<file path="config.mk">
export PLATFORM = sky130hd
export DESIGN_NAME = multiply
export DESIGN_NICKNAME = d
export VERILOG_FILES = /design/src/rtl/mult_pkg.sv /design/src/rtl/mult_step.sv /design/src/rtl/multiply.sv
export SDC_FILE = /design/constraint.sdc
export NUM_CORES = 1
export LEC_CHECK = 0
export BUFFER_PORTS_ARGS = -buffer_cell sky130_fd_sc_hd__buf_4
export CORE_ASPECT_RATIO = 1.2
export CORE_UTILIZATION = 24
export DETAILED_ROUTE_END_ITERATION = 16
export SKIP_CTS_REPAIR_TIMING = 1
export SLEW_MARGIN = 40
export SYNTH_ARGS = -nofsm -noshare
export SYNTH_HDL_FRONTEND = slang
export SYNTH_SLANG_ARGS = --single-unit
</file>
<file path="constraint.sdc">
create_clock -name clk -period 4.4 [get_ports clk]
set_input_delay 0.66 -clock clk [delete_from_list [all_inputs] [get_ports clk]]
set_output_delay 0.66 -clock clk [all_outputs]
set_load 0.02 [all_outputs]
</file>
<file path="src/rtl/mult_pkg.sv">
// Shared types and constants for the sequential shift-add multiplier.
// Defining MULT_RADIX4_EN retires two multiplier bits per BUSY cycle instead of one.
package mult_pkg;

    localparam int MULT_W = 32;
    localparam int CNT_W  = 6;

`ifdef MULT_RADIX4_EN
    localparam int STEP_COUNT = 16;
    localparam int STEP_SHIFT = 2;
`else
    localparam int STEP_COUNT = 32;
    localparam int STEP_SHIFT = 1;
`endif

    typedef enum logic [1:0] {
        IDLE,
        BUSY,
        DONE
    } state_t;

    // Magnitude of an operand; 0x80000000 negates to itself, which is the correct unsigned magnitude.
    function automatic logic [MULT_W-1:0] absOperand(input logic [MULT_W-1:0] value,
                                                     input logic              isSigned);
        return (isSigned && value[MULT_W-1]) ? -value : value;
    endfunction

endpackage

</file>
<file path="src/rtl/mult_step.sv">
// One radix-2 step: conditionally add the multiplicand into the upper half, then shift right by one
// with the carry entering the top bit.
module mult_step
    import mult_pkg::*;
(
    input  logic [2*MULT_W-1:0] acc_i,
    input  logic [MULT_W-1:0]   mcand_i,
    input  logic                mbit_i,
    output logic [2*MULT_W-1:0] acc_o
);

    logic [MULT_W:0] sum;

    assign sum   = {1'b0, acc_i[2*MULT_W-1:MULT_W]} + {1'b0, (mbit_i ? mcand_i : '0)};
    assign acc_o = {sum, acc_i[MULT_W-1:1]};

endmodule

</file>
<file path="src/rtl/multiply.sv">
// Fixed-latency 32x32 -> 64 shift-add multiplier supporting signed and unsigned operands.
// Defining MULT_RADIX4_EN chains two mult_step instances so that each BUSY cycle retires two multiplier bits.
module multiply
    import mult_pkg::*;
(
    input  logic                clk,
    input  logic                reset,
    input  logic                mult_begin,
    input  logic                mult_sign,
    input  logic [MULT_W-1:0]   mult_op1,
    input  logic [MULT_W-1:0]   mult_op2,
    output logic [2*MULT_W-1:0] product,
    output logic                mult_end
);

    state_t              state_q;
    logic [MULT_W-1:0]   mcand_q;
    logic [MULT_W-1:0]   mplier_q;
    logic [2*MULT_W-1:0] acc_q;
    logic [CNT_W-1:0]    cnt_q;
    logic                negRes_q;
    logic [2*MULT_W-1:0] product_q;

    logic [2*MULT_W-1:0] acc_d;
    logic [2*MULT_W-1:0] product_d;

`ifdef MULT_RADIX4_EN
    logic [2*MULT_W-1:0] accMid;

    mult_step u_step0 (
        .acc_i   (acc_q),
        .mcand_i (mcand_q),
        .mbit_i  (mplier_q[0]),
        .acc_o   (accMid)
    );

    mult_step u_step1 (
        .acc_i   (accMid),
        .mcand_i (mcand_q),
        .mbit_i  (mplier_q[1]),
        .acc_o   (acc_d)
    );
`else
    mult_step u_step0 (
        .acc_i   (acc_q),
        .mcand_i (mcand_q),
        .mbit_i  (mplier_q[0]),
        .acc_o   (acc_d)
    );
`endif

    // The sign is restored on the magnitude only once, as the final step is written out.
    assign product_d = negRes_q ? -acc_d : acc_d;

    always_ff @(posedge clk) begin
        if (reset) begin
            state_q   <= IDLE;
            mcand_q   <= '0;
            mplier_q  <= '0;
            acc_q     <= '0;
            cnt_q     <= '0;
            negRes_q  <= 1'b0;
            product_q <= '0;
        end else begin
            case (state_q)
                IDLE: begin
                    if (mult_begin) begin
                        mcand_q  <= absOperand(mult_op1, mult_sign);
                        mplier_q <= absOperand(mult_op2, mult_sign);
                        negRes_q <= mult_sign & (mult_op1[MULT_W-1] ^ mult_op2[MULT_W-1]);
                        acc_q    <= '0;
                        cnt_q    <= '0;
                        state_q  <= BUSY;
                    end
                end
                BUSY: begin
                    if (!mult_begin) begin
                        state_q <= IDLE;
                    end else begin
                        acc_q    <= acc_d;
                        mplier_q <= mplier_q >> STEP_SHIFT;
                        cnt_q    <= cnt_q + CNT_W'(1);
                        if (cnt_q == CNT_W'(STEP_COUNT - 1)) begin
                            product_q <= product_d;
                            state_q   <= DONE;
                        end
                    end
                end
                DONE: begin
                    state_q <= IDLE;
                end
                default: begin
                    state_q <= IDLE;
                end
            endcase
        end
    end

    assign product  = product_q;
    assign mult_end = (state_q == DONE);

endmodule

</file>
== Word-level counts from Yosys, hierarchy flattened ==
Index checks and enable logic that the tools add are counted.

* Register bits after elaboration: 201
* Input port bits: 68

* $add $sub $neg: 5
* Equality and inequality tests: 6
* Multiplexer cells: 17
* Bitwise operators: 2
* Reductions and logical operators: 8

{| class="wikitable"
|+ Operators by type and width
! operator !! count
|-
| 64-bit two-way mux || 3
|-
| 32-bit two-way mux || 5
|-
| 64-bit case mux with 2 select lines || 1
|-
| 32-bit negator || 2
|-
| 64-bit negator || 1
|-
| 32-bit case mux with 2 select lines || 1
|-
| 32-bit by 32-bit adder with 33-bit output || 1
|-
| 6-bit two-way mux || 2
|-
| 6-bit case mux with 2 select lines || 1
|-
| 6-bit by 1-bit adder with 6-bit output, second input constant || 1
|-
| 6-bit by 5-bit equality test with 1-bit output, second input constant || 1
|-
| 2-bit two-way mux || 3
|-
| 3-bit AND reduction || 2
|-
| 2-bit != test, second input constant || 2
|-
| 2-bit case mux with 2 select lines || 1
|-
| 2-bit AND reduction || 2
|-
| 3-bit != test, second input constant || 1
|-
| 2-bit by 1-bit equality test with 1-bit output, second input constant || 1
|-
| 2-bit equality test, second input constant || 1
|-
| 1-bit logical AND || 2
|-
| 2-bit zero test || 1
|-
| 2-bit nonzero test || 1
|-
| 1-bit AND || 1
|-
| 1-bit XOR || 1
|}

== Logic depth before layout (Yosys ltp) ==
Gate-level depths: netlist of run 1.

* Word-level depth: 4
* Gate-level depth with buffers: 15
* Gate-level depth less buffers: 13

== Modules after synthesis ==
A second synthesis of run 1 with hierarchy kept.

* Cell total of the unflattened synthesis: 1522
* Area total of the unflattened synthesis: 12150.4 sq um

{| class="wikitable"
|+ Modules (own cells, without submodules)
! module !! instances !! cells each !! area each (sq um) !! seq. area each (sq um)
|-
| multiply || 1 || 1169 || 9721.8 || 4023.9
|-
| mult_step || 1 || 353 || 2428.6 || 0.0
|}

== Worst setup path after synthesis of run 1 ==
OpenSTA, ideal clock, no wires.

* Kind: flip-flop to flip-flop
* From: register mplier_q[0]
* To: register product_q[63] (netlist: product[63])
* Library setup time: 122 ps
* Arrival: 4163 ps
* Data required time: 4278 ps
* Path slack: 115 ps
* Stages on the path, launching flop included: 15
* Buffers on the path: 2
* Period minus slack after synthesis: 4285 ps
* Path through: dfxtp_1 > clkbuf_1 > and2_1 > ha_1 > clkbuf_1 > a21oi_1 > o221a_2 > nor2_1 > or4b_2 > a211oi_1 > nor3b_1 > or4b_2 > nor4_4 > nor4_1 > a311o_1

* Cells in the longest elaborated chain, start to end: 4

{| class="wikitable"
|+ RTL lines
! item !! line !! text
|-
| from (decl) || multiply.sv:18 || <nowiki>logic [MULT_W-1:0] mplier_q;</nowiki>
|-
| from (signal assigned) || multiply.sv:69 || <nowiki>mplier_q <= absOperand(mult_op2, mult_sign);</nowiki>
|-
| from (signal assigned) || multiply.sv:81 || <nowiki>mplier_q <= mplier_q >> STEP_SHIFT;</nowiki>
|-
| 32-bit two-way mux * || mult_step.sv:14 || <nowiki>assign sum = {1'b0, acc_i[2*MULT_W-1:MULT_W]} + {1'b0, (mbit_i ? mcand_i : '0)};</nowiki>
|-
| 32-bit by 32-bit adder with 33-bit output * || mult_step.sv:14 ||
|-
| 64-bit negator || multiply.sv:53 || <nowiki>assign product_d = negRes_q ? -acc_d : acc_d;</nowiki>
|-
| 64-bit two-way mux * || multiply.sv:53 ||
|-
| to (signal assigned) || multiply.sv:84 || <nowiki>product_q <= product_d;</nowiki>
|-
| to (decl) || multiply.sv:22 || <nowiki>logic [2*MULT_W-1:0] product_q;</nowiki>
|}

Every way passes the cells marked *; elsewhere a longest branch is shown, timed or not.
A chain may end at the register's enable or synchronous reset.

== Worst setup path after layout of run 1 ==
* From: register mplier_q[0]
* To: register product_q[58] (netlist: product[58])

The elaborated chain is that of the path after synthesis.

==> results of run 1 <==
[flip-flops by register name, summed over array words and instances, names as in the netlist]
| register | flops |
|---|---|
| acc_q | 63 |
| cnt_q | 6 |
| mcand_q | 32 |
| mplier_q | 32 |
| negRes_q | 1 |
| product | 64 |
| state_q | 2 |
[per-stage QoR]
| step | total power, mW | instance area [sq um] | setup slack (ns) | util, % |
|---|---|---|---|---|
| floorplan | 2.22 | 11700 | 0.115 | - |
| global placement | 2.41 | 13700 | 0.00331 | 28.4 |
| detailed placement | 2.42 | 13700 | -0.0307 | 28.4 |
| CTS | 3.98 | 14200 | -0.0600 | 29.6 |
| global route | 4.11 | 14300 | -0.0318 | 29.6 |
| finish | 3.92 | 14300 | 0.211 | 29.6 |
[area by class of cell]
cell class / count / share of cell area [%]
Clock buffer: 18 / 3.01
Clock inverter: 14 / 0.939
Inverter: 17 / 0.448
Multi-Input combinational cell: 1177 / 51.2
Sequential cell: 200 / 28.1
Tap cell: 630 / 5.53
Timing Repair Buffer: 202 / 10.8
[cells in the mapped netlist, types with 15 or more instances]
library cell	count	area [sq um]
a21oi_1	130	651
ha_1	36	450
o21ai_0	96	480
or3_1	18	113
nand2_1	171	642
dfxtp_1	200	4000
nor3_1	20	100
xnor2_1	48	420
or4_1	17	128
nand4_1	15	93.8
a22oi_1	27	203
nor2_1	153	574
o21a_1	16	120
xor2_1	93	815
clkbuf_1	92	345
inv_1	16	60.1
nand3_1	53	265
and2_1	39	244
a211oi_1	57	428
o31ai_1	26	195
o221ai_1	29	254
[final timing paths]
kind               startpoint     endpoint  cells after the start
hold reg to reg   mcand_q[19]  mcand_q[19]                      2
hold / removal    mcand_q[19]  mcand_q[19]                      2
setup / recovery  mplier_q[0]  product[58]                     14
setup reg to reg  mplier_q[0]  product[58]                     14
[cells in the final DEF (no fill, tap or decap), drive strengths merged, types with 3 or more instances in the layout]
cell type and instances:
and4 3, xor2 93, a211oi 58, dfxtp 200, a211o 4, clkinv 5
ha 36, nand4 15, nand2 172, a21oi 130, a2bb2oi 3, a32o 3
or4b 4, nor2 153, buf 202, a31oi 5, o21ai 99, mux2i 4
and2 41, a21o 5, o221ai 29, inv 24, o41ai 13, o21a 16
nand3 53, a22oi 27, nor3b 5, or2 5, clkbuf 18, nor3 21
o211ai 9, nor4 15, xnor2 48, nand2b 6, o31ai 26, and3 5
or3 21, nor2b 6, or4 19
[critical path, cell delays in order, from the launching register on]
cell and delay, ns:
dfxtp_4 0.41, and2_1 0.16, ha_1 0.21, fa_1 0.39
a21o_1 0.19, and4_1 0.23, o21a_1 0.19, o221a_2 0.24
or4_4 0.57, or3_1 0.40, or3_1 0.39, buf_4 0.16
or2_1 0.21, a211o_1 0.29, nand3_1 0.06
[power by group]
group | internal, mW | total, mW | leakage [nW] | switching (mW)
sequential | 1.85 | 1.88 | 1.62 | 0.0293
combinational | 0.202 | 0.494 | 3.51 | 0.291
clock | 0.752 | 1.54 | 0.272 | 0.791
total | 2.81 | 3.92 | 5.41 | 1.11
[routing by layer]
metal  track usage, %  vias up
li1                 -     5640
met1             17.4     5101
met2             22.8      254
met3             3.17       56
met4             6.81        0
met5                0        -
[cells by family after synthesis]
kind of cell,Yosys count,share of synthesized area (%)
mux,4,0.342
fa+ha+maj,37,4.02
flops,200,34.2
simple gates,551,22.7
buf+inv,114,3.67
compound gates,444,24.4
xor+xnor,141,10.6
==> flow_metrics.env, run 1 <==
export IMPL_die_w_um=203
export IMPL_rsz0062_at_grt="true"
export IMPL_fin_cells=2258
export IMPL_grt_pass1_vias=10600
export IMPL_fmaxAchievable_mhz=239
export IMPL_finalHoldViolCount=0
export IMPL_boundaryPins=133
export IMPL_clk_path_buf_depth=2
export IMPL_floorplan_initialDensity_pct=24.3
export IMPL_fp_row_count=88
export IMPL_cts_sinks=200
export IMPL_worstSetupPathType="reg2reg"
export IMPL_port_buffers=132
export IMPL_antenna_found_initial=0
export IMPL_totalWireLength_um=34900
export IMPL_design_core_area_sq_um=48100
export IMPL_m1WireLength_um=15700
export IMPL_drv_slew=0
export IMPL_min_path_type="reg2reg"
export IMPL_whs_ns=0.452
export IMPL_dieHeight_um=244
export IMPL_clock_root_buffer="clkbuf_16"
export IMPL_routed_top_layer="met4"
export IMPL_p_leak_nw=5.41
export IMPL_dp_hpwl_um=26100
export IMPL_start_kind="register"
export IMPL_dr_wl_met3_um=1880
export IMPL_dieArea_sq_um=49600
export IMPL_syn_inst=1491
export IMPL_powerDensity_nw_per_um2=275
export IMPL_finalClockSkew_ns=0.0148
export IMPL_period_share_pct=95.2
export IMPL_drtPass1Iterations=5
export IMPL_drive_above_1_share_pct=16.2
export IMPL_antenna_left=0
export IMPL_clk_pin_slew_ns=0.08
export IMPL_grt_max_degree=105
export IMPL_cp_end_kind="register"
export IMPL_gp_congestion=0.925
export IMPL_synth_edf_count=0
export IMPL_cts_tree="done"
export IMPL_ys_ff_latch=200
export IMPL_max_slew_margin_rel_pct=46.1
export IMPL_worst_ep_required_time_ns=4.80
export IMPL_avgSynthCellArea_sq_um=7.84
export IMPL_multi_input_area_sq_um=7290
export IMPL_async_reset_ff_share_pct=0
export IMPL_setup_viol=0
export IMPL_r2r_slack_ns=0.21
export IMPL_wl_met2_um=16100
export IMPL_cts_max_level=4
export IMPL_wl_per_cell_um=15.4
export IMPL_netlist_area_sq_um=11700
export IMPL_cts_buffers=17
export IMPL_peakVddDrop_mv=0.294
export IMPL_grtUsageTotal_pct=14.0
export IMPL_ys_flop_type="dfxtp_1"
export IMPL_vias=11100
export IMPL_status="finished clean"
export IMPL_yosysSeqAreaShare_pct=34.2
export IMPL_seqCellArea_sq_um=4010
export IMPL_finalCriticalPeriod_ns=4.19
export IMPL_dp_cells=2225
export IMPL_tightest_slew_ns=0.809
export IMPL_tns_ns=0
export IMPL_remaining_drc_errors=0
export IMPL_first_iter_violations=625
export IMPL_avgViaCountPerCell=4.89
export IMPL_fin_nets=1720
export IMPL_insertion_delay_ns=0.46
export IMPL_grt_pass1_wl_um=55700
export IMPL_gr_total_overflow=0
export IMPL_maxCapViolations=0
export IMPL_antenna_cells=0
export IMPL_synthDistinctLibCells=68
export IMPL_critPathArrivalTime_ns=4.59
export IMPL_ys_warn_count=0
export IMPL_area_growth_syn_to_layout_pct=21.9
export IMPL_path_max_fanout=18
export IMPL_synthesis_nets=1596
export IMPL_fillers=5069
No activity file was read; power rests on OpenSTA's default activity.
==> inputs of run 2 (changes only) <==
BUFFER_PORTS_ARGS = not set   (was -buffer_cell sky130_fd_sc_hd__buf_4)
CTS_BUF_LIST = sky130_fd_sc_hd__clkbuf_4 sky130_fd_sc_hd__clkbuf_8 sky130_fd_sc_hd__clkbuf_16   (was not set)
DONT_BUFFER_PORTS = 1   (was not set)
==> run 2 against run 1 <==
  * Global-route usage is 0.19 points higher
  * Via count is 2.9% lower
  * Clock power is 3% lower
  * Critical endpoint unchanged
  * Largest cell class unchanged
==> flow_metrics.env, run 2 (synthesized netlist as in run 1, its figures left out) <==
export IMPL_status="finished clean"
export IMPL_worstSetupPathType="reg2reg"
export IMPL_min_path_type="in2reg"
export IMPL_design_core_area_sq_um=48100
export IMPL_cp_end_kind="register"
export IMPL_fmaxAchievable_mhz=237
export IMPL_grtUsageTotal_pct=14.2
export IMPL_dieArea_sq_um=49600
export IMPL_antenna_found_initial=0
export IMPL_path_max_fanout=20
export IMPL_critPathArrivalTime_ns=4.61
export IMPL_powerDensity_nw_per_um2=283
export IMPL_floorplan_initialDensity_pct=24.3
export IMPL_layout_commonest_cell="dfxtp_1"
export IMPL_fin_nets=1607
export IMPL_cts_tree="done"
export IMPL_power_mw=3.78
export IMPL_min_delay_start="reset"
export IMPL_dp_hpwl_um=26200
export IMPL_wl_per_cell_um=16.5
export IMPL_reg2reg_from="mplier_q[0]"
export IMPL_tns_ns=0
export IMPL_layout_common_cells="dfxtp_1, nand2_1, nor2_1, a21oi_1, o21ai_0"
export IMPL_maxCapViolations=0
export IMPL_die_w_um=203
export IMPL_antenna_left=0
export IMPL_finalClockSkew_ns=0.0131
export IMPL_remaining_drc_errors=0
export IMPL_whs_path_depth=1
export IMPL_fp_row_count=88
export IMPL_cts_max_level=4
export IMPL_gr_total_overflow=0
export IMPL_tightest_slew_ns=0.807
export IMPL_setup_viol=0
export IMPL_p_leak_nw=4.81
export IMPL_first_iter_violations=650
export IMPL_peakVddDrop_mv=0.285
export IMPL_clock_root_buffer="clkbuf_16"
export IMPL_gp_congestion=0.862
export IMPL_totalWireLength_um=35300
export IMPL_boundaryPins=133
export IMPL_grt_pass1_wl_um=55800
export IMPL_fin_util_pct=27.8
export IMPL_drtPass1Iterations=5
export IMPL_finalCriticalPeriod_ns=4.22
export IMPL_dieHeight_um=244
export IMPL_max_slew_margin_rel_pct=46.2
export IMPL_cts_sinks=200
export IMPL_finalHoldViolCount=0
export IMPL_clk_pin_slew_ns=0.08
export IMPL_start_kind="register"
export IMPL_drv_slew=0
export IMPL_period_share_pct=95.9
export IMPL_grt_max_degree=163
export IMPL_insertion_delay_ns=0.46
export IMPL_worst_ep_required_time_ns=4.79
export IMPL_cts_buffers=17
export IMPL_min_to="product[14]"
export IMPL_r2r_slack_ns=0.18
export IMPL_r2r_cells=15
export IMPL_port_buffers=0
export IMPL_clk_path_buf_depth=2
export IMPL_r2r_end="product[58]"
export IMPL_grt_pass1_vias=10400
export IMPL_largest_register_ff_count=64
export IMPL_whs_ns=0.280
export IMPL_avgViaCountPerCell=5.00
export IMPL_drive_above_1_share_pct=10.0
export IMPL_rsz0062_at_grt="false"
export IMPL_area_growth_syn_to_layout_pct=14.3
export IMPL_vias=10700
export IMPL_antenna_cells=0
==> run 2: layout make-up <==
type,count,area [sq um]
Clock inverter,14,101
Inverter,17,63.8
Multi-Input combinational cell,1177,7290
Clock buffer,18,433
Tap cell,630,788
Timing Repair Buffer,89,681
Fill cell,5171,34800
Sequential cell,200,4010
==> run 2: worst max path at each step <==
stage	endpoint	cells past startpoint	from
floorplan	product[63]	14	mplier_q[0]
detailed placement	product[61]	15	mplier_q[0]
global placement	product[57]	14	mplier_q[0]
global route	product[58]	15	mplier_q[0]
finish	product[58]	15	mplier_q[0]
CTS	product[58]	15	mplier_q[0]
==> run 2: critical path, cell delays in order, from the launching register on <==
cell	delay [ns]
dfxtp_1	0.33
buf_12	0.15
and2_1	0.14
ha_1	0.21
fa_1	0.39
a21o_1	0.18
and4_1	0.23
o21a_1	0.19
o221a_2	0.24
or4_4	0.57
or3_1	0.39
or3_1	0.37
buf_4	0.17
or2_1	0.22
a211o_1	0.29
nand3_1	0.07
==> run 2: per-layer routing <==
layer	share of wire, %	global-route usage (%)	wire, um
met2	48	24.3	17100
met3	5.2	3.17	1840
met1	44	17.1	15500
met4	2.6	5.73	934
met5	0	0	0
==> run 2: power breakdown <==
part / internal [mW] / total, mW / leakage, nW / switching [mW]
Combinational: 0.173 / 0.409 / 2.92 / 0.236
Clock: 0.734 / 1.49 / 0.264 / 0.753
Sequential: 1.85 / 1.88 / 1.62 / 0.0269
==> run 2: per-stage QoR <==
stage / area (sq um) / instances / setup slack [ns]
after floorplan: 11700 / 1491 / 0.115
after global placement: 12800 / 2113 / 0.161
after detailed placement: 12800 / 2113 / 0.115
after CTS: 13400 / 2145 / 0.0958
after global routing: 13400 / 2145 / 0.0373
final: 13400 / 2145 / 0.179
==> inputs of run 3 (changes only) <==
ABC_AREA = 1   (was not set)
GPL_TIMING_DRIVEN = 0   (was not set)
clock period = 4.9 ns   (was 4.4 ns; I/O delays follow)
==> run 3 against run 2 <==
  * Sequential cell count unchanged
  * Critical endpoint is now product[46]
  * Setup slack improved by 0.89 ns
  * Final cell count is 38% higher
  * Critical path type unchanged
  * Sequential power down 10%
  * Register-to-register slack better by 0.89 ns
==> flow_metrics.env, run 3 <==
export IMPL_grt_pass1_wl_um=73000
export IMPL_synthesis_nets=2303
export IMPL_critPathArrivalTime_ns=4.24
export IMPL_drv_slew=0
export IMPL_design_core_area_sq_um=55000
export IMPL_ys_warn_count=0
export IMPL_finalCriticalPeriod_ns=3.83
export IMPL_path_max_fanout=10
export IMPL_power_mw=3.68
export IMPL_p_leak_nw=7.09
export IMPL_clk_pin_slew_ns=0.08
export IMPL_start_kind="register"
export IMPL_cts_max_level=4
export IMPL_area_growth_syn_to_layout_pct=11.6
export IMPL_synth_common_cells="nand2_1, inv_1, a21oi_1, nor2_1, dfxtp_1"
export IMPL_die_w_um=218
export IMPL_ys_flop_type="dfxtp_1"
export IMPL_clk_path_buf_depth=2
export IMPL_drive_above_1_share_pct=6.19
export IMPL_ys_ff_latch=200
export IMPL_yosysSeqAreaShare_pct=29.8
export IMPL_maxCapViolations=0
export IMPL_synth_top_area_share_pct=29.8
export IMPL_insertion_delay_ns=0.47
export IMPL_tns_ns=0
export IMPL_gp_congestion=0.925
export IMPL_largest_register_ff_count=64
export IMPL_fin_area_sq_um=15000
export IMPL_dieHeight_um=261
export IMPL_vias=13800
export IMPL_antenna_left=0
export IMPL_met3_usage_pct=4.12
export IMPL_dieArea_sq_um=56900
export IMPL_tightest_slew_ns=0.913
export IMPL_rsz0062_at_grt="false"
export IMPL_met1_usage_pct=19.6
export IMPL_avgSynthCellArea_sq_um=6.11
export IMPL_grtUsageTotal_pct=16.5
export IMPL_peakVddDrop_mv=0.207
export IMPL_grtUsageMet2_pct=28.3
export IMPL_fmaxAchievable_mhz=261
export IMPL_min_path_type="in2reg"
export IMPL_boundaryPins=133
export IMPL_gr_total_overflow=0
export IMPL_antenna_cells=0
export IMPL_synthDistinctLibCells=50
export IMPL_fin_nets=2322
export IMPL_yosysMostFrequentCell="nand2_1"
export IMPL_avgViaCountPerCell=4.68
export IMPL_max_slew_margin_rel_pct=39.1
export IMPL_layout_commonest_cell="nand2_1"
export IMPL_powerDensity_nw_per_um2=246
export IMPL_clock_root_buffer="clkbuf_16"
export IMPL_dp_hpwl_um=37800
export IMPL_first_iter_violations=938
export IMPL_layout_common_cells="nand2_1, inv_1, a21oi_1, nor2_1, dfxtp_1"
export IMPL_busiest_layer="met2"
export IMPL_async_reset_ff_share_pct=0
export IMPL_worstSetupPathType="reg2reg"
export IMPL_wl_per_cell_um=15.8
export IMPL_netlist_area_sq_um=13400
export IMPL_drtPass1Iterations=7
export IMPL_grt_max_degree=19
export IMPL_finalClockSkew_ns=0.0132
export IMPL_antenna_found_initial=0
export IMPL_port_buffers=0
export IMPL_cts_tree="done"
export IMPL_synth_area_top_cells="dfxtp_1, nand2_1, a21oi_1, inv_1, nor2_1"
export IMPL_period_share_pct=78.1
export IMPL_grt_pass1_vias=13100
export IMPL_placed_area_sq_um=14300
export IMPL_setup_viol=0
export IMPL_netlist_top_cell_by_area="dfxtp_1"
export IMPL_cts_buffers=17
export IMPL_cts_sinks=200
export IMPL_syn_inst=2198
export IMPL_synth_edf_count=0
export IMPL_worst_ep_required_time_ns=5.32
export IMPL_finalHoldViolCount=0
export IMPL_cp_end_kind="register"
export IMPL_remaining_drc_errors=0
export IMPL_status="finished clean"
export IMPL_whs_ns=0.440
export IMPL_fp_row_count=94
export IMPL_totalWireLength_um=46600
export IMPL_floorplan_initialDensity_pct=24.4
-- run 3: changes by cell type after synthesis, moves of 53 or more --
cell      previous run  this run
a211oi_1            57         0
nor2_1             153       209
nand2_1            171       678
a21oi_1            130       221
xor2_1              93        37
inv_1               16       272
nand3_1             53       106
-- run 3: area by class of cell --
type                       instances  area (sq um)
tap                              720           901
fill                            6248         40100
clock buffer                      18           439
clock inverter                    14           215
buffer                            84           328
inverter                         292          1100
sequential                       200          4000
multi-input combinational       1622          7990
-- run 3: worst max-delay path, stage by stage (launching register included) --
cell	delay (ns)
dfxtp_1	0.31
clkbuf_1	0.30
clkbuf_1	0.38
nand2_1	0.21
inv_1	0.11
ha_1	0.25
fa_1	0.49
inv_1	0.12
nand2_1	0.09
nor3_1	0.27
nand3_1	0.13
nor2_1	0.23
nand3_1	0.13
o21ai_0	0.35
a21oi_1	0.10
o21ai_0	0.15
nand2_1	0.08
inv_1	0.05
-- run 3: through the flow --
step,cells,setup WS (ns),utilization (%)
floorplan,2198,2.10,-
global placement,2918,1.16,26.0
detailed placement,2918,1.14,26.0
CTS,2950,1.10,27.2
global route,2950,0.758,27.2
finish,2950,1.07,27.2
-- run 3: worst paths after layout --
| path | slack [ns] | depth (start not counted) | endpoint | startpoint |
|---|---|---|---|---|
| setup / recovery | 1.07 | 17 | product[46] | mplier_q[0] |
| hold / removal | 0.44 | 2 | mcand_q[31] | mult_op1[31] |
| setup reg to reg | 1.07 | 17 | product[46] | mplier_q[0] |
| hold reg to reg | 0.46 | 2 | mcand_q[23] | mcand_q[23] |
-- run 3: cell families (layout without fill, tap and decap cells) --
family	count (synthesis)	count (layout)	synth area share [%]
fa+ha+maj	37	37	3.51
xor+xnor	47	47	3.07
flops	200	200	29.8
buf+inv	376	408	10.6
simple gates	1142	1142	36.4
compound gates	396	396	16.6
-- run 3: layer usage --
layer	vias up	share of wire, %
met2	381	47
li1	7091	-
met1	6260	42
met5	-	0
met3	74	7.5
met4	0	3.6
-- run 3: report_power, final --
part / switching (mW) / leakage, nW / internal (mW) / total [mW]
Sequential: 0.0213 / 1.62 / 1.66 / 1.69
Clock: 0.700 / 0.306 / 0.883 / 1.58
Combinational: 0.289 / 5.16 / 0.126 / 0.415
